[src/rtl/decode_route_unit.sv]
// Control block of the 6502-style core: phase clocks, single-path opcode decode
// with a three-state IDLE/EXEC/DONE sequencer, and a registered 1-to-8 data fan.
module decode_route_unit #(
    parameter int REG_WIDTH = 8,
    parameter int WE_WIDTH  = 7
) (
    input  logic                 clk,
    input  logic                 reset_n,
    output logic                 phi1,
    output logic                 phi2,
    input  logic [REG_WIDTH-1:0] instruction_in,
    input  logic                 instruction_ready,
    output logic [REG_WIDTH-1:0] opp,
    output logic [WE_WIDTH-1:0]  we,
    output logic [2:0]           source_selector_0,
    output logic [2:0]           target_selector_0,
    output logic [2:0]           source_selector_1,
    output logic [2:0]           target_selector_1,
    output logic                 instruction_done,
    input  logic [REG_WIDTH-1:0] fan_in,
    output logic [REG_WIDTH-1:0] fan_out0,
    output logic [REG_WIDTH-1:0] fan_out1,
    output logic [REG_WIDTH-1:0] fan_out2,
    output logic [REG_WIDTH-1:0] fan_out3,
    output logic [REG_WIDTH-1:0] fan_out4,
    output logic [REG_WIDTH-1:0] fan_out5,
    output logic [REG_WIDTH-1:0] fan_out6,
    output logic [REG_WIDTH-1:0] fan_out7
);

    localparam int WE_PC   = 0;
    localparam int WE_SP   = 1;
    localparam int WE_ADD  = 2;
    localparam int WE_X    = 3;
    localparam int WE_Y    = 4;
    localparam int WE_STAT = 5;
    localparam int WE_DOUT = 6;

    localparam logic [2:0] SRC_ADD  = 3'd1;
    localparam logic [2:0] SRC_X    = 3'd2;
    localparam logic [2:0] SRC_Y    = 3'd3;
    localparam logic [2:0] SRC_IMM  = 3'd4;
    localparam logic [2:0] SRC_MEM  = 3'd5;
    localparam logic [2:0] SRC_ZERO = 3'd6;

    localparam logic [2:0] TGT_ADD  = 3'd1;
    localparam logic [2:0] TGT_X    = 3'd2;
    localparam logic [2:0] TGT_Y    = 3'd3;
    localparam logic [2:0] TGT_NONE = 3'd4;
    localparam logic [2:0] TGT_MEM  = 3'd5;

    typedef enum logic [1:0] {IDLE, EXEC, DONE} state_t;

    typedef struct packed {
        logic [WE_WIDTH-1:0] we;
        logic [2:0]          src;
        logic [2:0]          tgt;
    } ctrl_t;

    state_t state, state_next;
    ctrl_t  dec;
    logic   accept;
    logic [REG_WIDTH-1:0] fan_q [8];

    assign phi1 = ~clk;
    assign phi2 = clk;

    // Path 1 is reserved and therefore permanently parked at idle.
    assign source_selector_1 = SRC_ZERO;
    assign target_selector_1 = TGT_NONE;

    function automatic ctrl_t decode(input logic [REG_WIDTH-1:0] op);
        ctrl_t d;
        d.we  = '0;
        d.src = SRC_ZERO;
        d.tgt = TGT_NONE;
        case (op)
            8'hA9: begin d.src = SRC_IMM; d.tgt = TGT_ADD; d.we[WE_ADD]  = 1'b1; end
            8'hA5: begin d.src = SRC_MEM; d.tgt = TGT_ADD; d.we[WE_ADD]  = 1'b1; end
            8'hA2: begin d.src = SRC_IMM; d.tgt = TGT_X;   d.we[WE_X]    = 1'b1; end
            8'hA0: begin d.src = SRC_IMM; d.tgt = TGT_Y;   d.we[WE_Y]    = 1'b1; end
            8'h85: begin d.src = SRC_ADD; d.tgt = TGT_MEM; d.we[WE_DOUT] = 1'b1; end
            8'h86: begin d.src = SRC_X;   d.tgt = TGT_MEM; d.we[WE_DOUT] = 1'b1; end
            8'h84: begin d.src = SRC_Y;   d.tgt = TGT_MEM; d.we[WE_DOUT] = 1'b1; end
            8'hAA: begin d.src = SRC_ADD; d.tgt = TGT_X;   d.we[WE_X]    = 1'b1; end
            8'hA8: begin d.src = SRC_ADD; d.tgt = TGT_Y;   d.we[WE_Y]    = 1'b1; end
            8'h8A: begin d.src = SRC_X;   d.tgt = TGT_ADD; d.we[WE_ADD]  = 1'b1; end
            8'h98: begin d.src = SRC_Y;   d.tgt = TGT_ADD; d.we[WE_ADD]  = 1'b1; end
            default: ;  // NOP and undefined opcodes keep the idle control word
        endcase
        return d;
    endfunction

    assign dec    = decode(instruction_in);
    assign accept = (state == IDLE) && instruction_ready;

    // NOTE: sequential state uses non-blocking assignments so every register
    // samples pre-edge values regardless of block evaluation order.
    always_ff @(posedge clk or negedge reset_n) begin
        if (!reset_n) state <= IDLE;
        else          state <= state_next;
    end

    // NOTE: the default before the case keeps this block free of inferred latches.
    always_comb begin
        state_next = state;
        case (state)
            IDLE:    if (instruction_ready) state_next = EXEC;
            EXEC:    state_next = DONE;
            DONE:    state_next = IDLE;
            default: state_next = IDLE;
        endcase
    end

    // Controls are registered on the accepting edge so they are valid for
    // exactly the EXEC cycle and drop back to idle on the edge that ends it.
    always_ff @(posedge clk or negedge reset_n) begin
        if (!reset_n) begin
            opp               <= '0;
            we                <= '0;
            source_selector_0 <= SRC_ZERO;
            target_selector_0 <= TGT_NONE;
            instruction_done  <= 1'b0;
        end else begin
            if (accept) begin
                opp               <= instruction_in;
                we                <= dec.we;
                source_selector_0 <= dec.src;
                target_selector_0 <= dec.tgt;
            end else begin
                we                <= '0;
                source_selector_0 <= SRC_ZERO;
                target_selector_0 <= TGT_NONE;
            end
            instruction_done <= (state == EXEC);
        end
    end

    // NOTE: the fan registers are output state, not storage, so each is reset.
    always_ff @(posedge clk or negedge reset_n) begin
        if (!reset_n) begin
            for (int i = 0; i < 8; i++) fan_q[i] <= '0;
        end else begin
            for (int i = 0; i < 8; i++)
                fan_q[i] <= (target_selector_0 == 3'(i)) ? fan_in : '0;
        end
    end

    assign fan_out0 = fan_q[0];
    assign fan_out1 = fan_q[1];
    assign fan_out2 = fan_q[2];
    assign fan_out3 = fan_q[3];
    assign fan_out4 = fan_q[4];
    assign fan_out5 = fan_q[5];
    assign fan_out6 = fan_q[6];
    assign fan_out7 = fan_q[7];

    // WE_PC, WE_SP and WE_STAT name bits no current opcode drives.
    logic unused_bits;
    assign unused_bits = ^{WE_PC, WE_SP, WE_STAT};

endmodule

[config.mk]
export PLATFORM = sky130hd
export DESIGN_NAME = decode_route_unit
export DESIGN_NICKNAME = d
export VERILOG_FILES = /design/src/rtl/decode_route_unit.sv
export SDC_FILE = /design/constraint.sdc
export NUM_CORES = 1
export LEC_CHECK = 0
export ABC_AREA = 1
export CAP_MARGIN = 25
export CORE_ASPECT_RATIO = 0.8
export CORE_MARGIN = 2
export CORE_UTILIZATION = 35
export DETAILED_ROUTE_END_ITERATION = 10
export MAX_ROUTING_LAYER = met4
export PLACE_DENSITY = 0.66
export SYNTH_ARGS = -nofsm -noshare
export SYNTH_HDL_FRONTEND = slang
export SYNTH_SLANG_ARGS = --single-unit
[constraint.sdc]
create_clock -name clk -period 0.95 [get_ports clk]
set_input_delay 0.19 -clock clk [delete_from_list [all_inputs] [get_ports clk]]
set_output_delay 0.19 -clock clk [all_outputs]
set_load 0.05 [all_outputs]
Yosys cells after proc, flatten, opt, wreduce, memory -nomap -nowiden. Cells that the tools add are included.

Bits in registers: 88. Input port bits: 19. Logic and storage cells: 60.

Equal/unequal tests: 20. Mux-type cells: 18. Bitwise logic cells: 1. Reductions and logical operators: 7.

Operator list (count): $eq 8x8->1 const B (11); $pmux 6 s11 (1); $mux 8 (8); $eq 3x3->1 const B (4); $mux 7 (1); $eq 3x2->1 const B (2); $mux 3 (2); $mux 1 (4); $pmux 2 s2 (1); $reduce_or 2->1 (2); $reduce_or 4->1 (1); $eq 3x1->1 const B (1); $logic_not 3->1 (1); $reduce_or 3->1 (1); $eq 2x1->1 const B (1); $logic_not 2->1 (1); $mux 2 (1); $ne 2x2->1 const B (1); $logic_and 1x1->1 (1); $not 1->1 (1).

Longest topological paths before layout.
Depth in word-level cells: 4. Depth in mapped cells: 9.

==> qor.json <==
{
  "layout.filler_cells": {"value": 509},
  "seq_power_share": {"value": 37.6, "unit": "%"},
  "wire_per_inst": {"value": 17.4, "unit": "um"},
  "placed_cells": {"value": 508},
  "design_power_total": {"value": 10.3, "unit": "mW"},
  "critPathMostFrequentCell": {"value": "buf_12"},
  "timing.critical_path.from_type": {"value": "register"},
  "achievable-frequency": {"value": 748, "unit": "MHz"},
  "layout_min_cycle_time": {"value": 1.34, "unit": "ns"},
  "finalNetCount": {"value": 454},
  "dp_slack": {"value": -0.623, "unit": "ns"},
  "critical_path.max_fanout": {"value": 2},
  "crit_family": {"value": "flip-flops"},
  "synth.yosys.seq_area_share": {"value": 71.0, "unit": "%"},
  "cts_tree": {"value": "yes"},
  "placed_area": {"value": 0.00530, "unit": "sq mm"},
  "die_height": {"value": 86.8, "unit": "um"},
  "core_area": {"value": 0.00841, "unit": "sq mm"},
  "fp.dieW": {"value": 107, "unit": "um"},
  "dr.first_iter.drc_count": {"value": 101},
  "area.growth.synth_to_final": {"value": 107, "unit": "%"},
  "place.gp.congestion": {"value": 0.876},
  "die_area": {"value": 0.00933, "unit": "sq mm"},
  "report.final.slew_viol_count": {"value": 0},
  "grt_first_pass_wirelength": {"value": 13400, "unit": "um"},
  "dr.pass1.iters": {"value": 4},
  "globalRouteTotalUtil": {"value": 20.2, "unit": "%"},
  "failing_checks": {"value": "negative setup slack"},
  "final_min_period_over_clock_period": {"value": 141, "unit": "%"},
  "pin_count_of_the_biggest_net_entering_global_routing": {"value": 33},
  "cp_num_buf_inv": {"value": 2},
  "critical_path.endpoint_type": {"value": "output port"},
  "grt_overflow_total": {"value": 0},
  "vias": {"value": 2532},
  "multiInputGateArea": {"value": 0.00107, "unit": "sq mm"},
  "critPathSlowestCell": {"value": "dfstp_4"},
  "grt_setup_unrepaired": {"value": "true"},
  "synth_area": {"value": 0.00300, "unit": "sq mm"},
  "maxCapViolCount": {"value": 0},
  "final-setup-viol-count": {"value": 159},
  "layout_setup_ws": {"value": -0.387, "unit": "ns"},
  "arrival_worst_endpoint": {"value": 1.15, "unit": "ns"},
  "drc_errors": {"value": 0},
  "worstHoldPathType": {"value": "input pin to register"},
  "detailed_place_hpwl": {"value": 6190, "unit": "um"},
  "final_cell_count_no_fill": {"value": 552},
  "path_cells": {"value": "buf_12 > buf_12"},
  "synth.yosys.warnings": {"value": 0},
  "finClkSkew": {"value": 0.204, "unit": "ns"},
  "power.combinational.fraction": {"value": 17.7, "unit": "%"},
  "ys_types": {"value": 24},
  "standard_cell_row_count": {"value": 30},
  "ir_drop": {"value": 0.00400, "unit": "V"},
  "area.sequential": {"value": 0.00214, "unit": "sq mm"},
  "route.antenna.remaining_nets": {"value": 0},
  "hold_viol_final": {"value": 0},
  "run_status": {"value": "finished, violations left"},
  "leakagePower": {"value": 2.96, "unit": "nW"},
  "path_class": {"value": "register to output port"},
  "internal_power": {"value": 7.20, "unit": "mW"},
  "switching_share_of_power": {"value": 30.4, "unit": "%"},
  "setup_tns": {"value": -23.71, "unit": "ns"},
  "initial_core_util": {"value": 35.7, "unit": "%"},
  "clock_insertion_delay_worst_skew": {"value": 0.46, "unit": "ns"},
  "antenna_violations_before_repair": {"value": 0},
  "drive_above_1_share": {"value": 59.5, "unit": "%"},
  "netlist_instances": {"value": 272},
  "via_count_of_the_first_global_routing_pass": {"value": 2471},
  "drt-vias-per-instance": {"value": 4.59},
  "place.port_buffers": {"value": 103},
  "totalWireLength": {"value": 9630, "unit": "um"},
  "critical_path_required": {"value": 0.76, "unit": "ns"},
  "post_synth.cell_area_avg": {"value": 11.0, "unit": "sq um"},
  "cp_slowest_stage_delay": {"value": 0.66, "unit": "ns"},
  "top_level_ports": {"value": 113},
  "antenna_cells": {"value": 0},
  "synth.ff_latch_count": {"value": 85},
  "relative_contribution_of_the_clock_network_to_total_power": {"value": 44.8, "unit": "%"},
  "power.net_switching": {"value": 3.14, "unit": "mW"},
  "clk_pin_slew_worst_paths": {"value": 0.09, "unit": "ns"},
  "stdcell_area": {"value": 0.00620, "unit": "sq mm"},
  "cellPowerDensity": {"value": 1670, "unit": "mW/mm^2"}
}
-- path summary, 6_finish.rpt --
check | cells past startpoint | start | end | slack [ns]
worst max register to register | 4 | state[0] | we[4] | -0.19
worst min register to register | 1 | state[1] | instruction_done | 0.48
min in group asynchronous | 2 | reset_n | opp[5] | 0.25
max in group asynchronous | 3 | reset_n | target_selector_0[1] | 0.18
worst max-delay path | 2 | target_selector_0[2] | target_selector_0[2] | -0.39
worst min-delay path | 3 | instruction_in[6] | opp[6] | 0.14
-- registers in the layout (all words and copies together) (netlist names) --
register,count
instruction_done,1
fan_out1,8
state,2
target_selector_0,3
fan_out4,8
we,4
fan_out6,8
fan_out0,8
fan_out3,8
fan_out2,8
fan_out5,8
source_selector_0,3
fan_out7,8
opp,8
-- tightest hold or removal path, stage by stage --
cell	delay, ns
dlymetal6s2s_1	0.13
inv_2	0.08
o21ai_1	0.07
-- routing by layer --
metal | vias to the layer above | global-route usage [%] | share of wire (%)
met2 | 94 | 32.1 | 53
met4 | 0 | 6.64 | 1.8
met1 | 1273 | 24.5 | 40
met5 | - | - | 0
met3 | 20 | 6.77 | 5.3
li1 | 1145 | - | -
-- cell usage after synthesis, drive strengths merged --
| cell | n | area share [%] |
|---|---|---|
| dfrtp | 82 | 68 |
| nand2 | 31 | 4.5 |
| o21ai | 7 | 1.2 |
| a31oi | 1 | 0.21 |
| a21oi | 1 | 0.17 |
| nand4 | 2 | 0.42 |
| buf | 13 | 3.4 |
| conb | 2 | 0.25 |
| nor2 | 86 | 12 |
| a21boi | 1 | 0.25 |
| nand3 | 17 | 3.2 |
| nor3 | 3 | 0.50 |
| dfstp | 3 | 2.6 |
| inv | 23 | 3.0 |
-- layout by cell type, fill, tap and decap left out, types with 3 or more instances in the layout --
cell type / instances
buf_4: 29
conb_1: 9
buf_8: 6
buf_12: 93
nand2_4: 5
nand3_2: 3
dfrtp_1: 80
nand3_1: 5
nand3_4: 9
clkdlybuf4s50_1: 9
dlymetal6s2s_1: 6
inv_2: 6
nor2_4: 11
nor2_1: 38
o21ai_2: 5
inv_1: 11
buf_6: 12
nand2_2: 13
clkbuf_8: 8
nand2_1: 13
inv_8: 5
nor2_2: 36
-- cell type report --
type,instances,share of cell area (%)
repair buffers,147,37.9
inverters,22,1.86
flip-flops and latches,85,34.5
clock buffers,20,4.40
multi-input cells,158,17.3
well taps,112,2.26
clock inverters,8,1.75
-- per-stage QoR --
stage	utilization (%)	hold slack, ns
after floorplan	-	-0.106
after global placement	63.1	0.0859
after detailed placement	63.1	0.0905
after CTS	68.6	0.141
after global routing	73.8	0.133
final	73.8	0.140
-- power groups by stage --
stage                     clock (mW)  sequential, mW  combinational, mW
after floorplan                0.418            4.30              0.344
after global placement         0.514            3.95               1.56
after detailed placement       0.514            3.95               1.58
after CTS                       3.78            3.88               1.66
after global routing            4.92            3.90               1.91
final                           4.63            3.89               1.83
-- cells by family after synthesis --
family,count (synthesis),synth area share (%)
DFF,85,71.0
other,2,0.250
AOI/OAI and AO/OA,10,1.79
buffers and inverters,36,6.38
and+or+nand+nor,139,20.5
-- timing repair --
action / 4_1_cts / 5_1_grt
pin swaps: 7 / 14
endpoints found under the hold margin: 85 / 0
gates cloned: 0 / 1
hold buffers: 1 / 0
endpoints found under the setup margin: 168 / 167
resized for setup: 66 / 90
setup buffers: 5 / 23
Note: power is estimated with default switching activity, not from simulation.
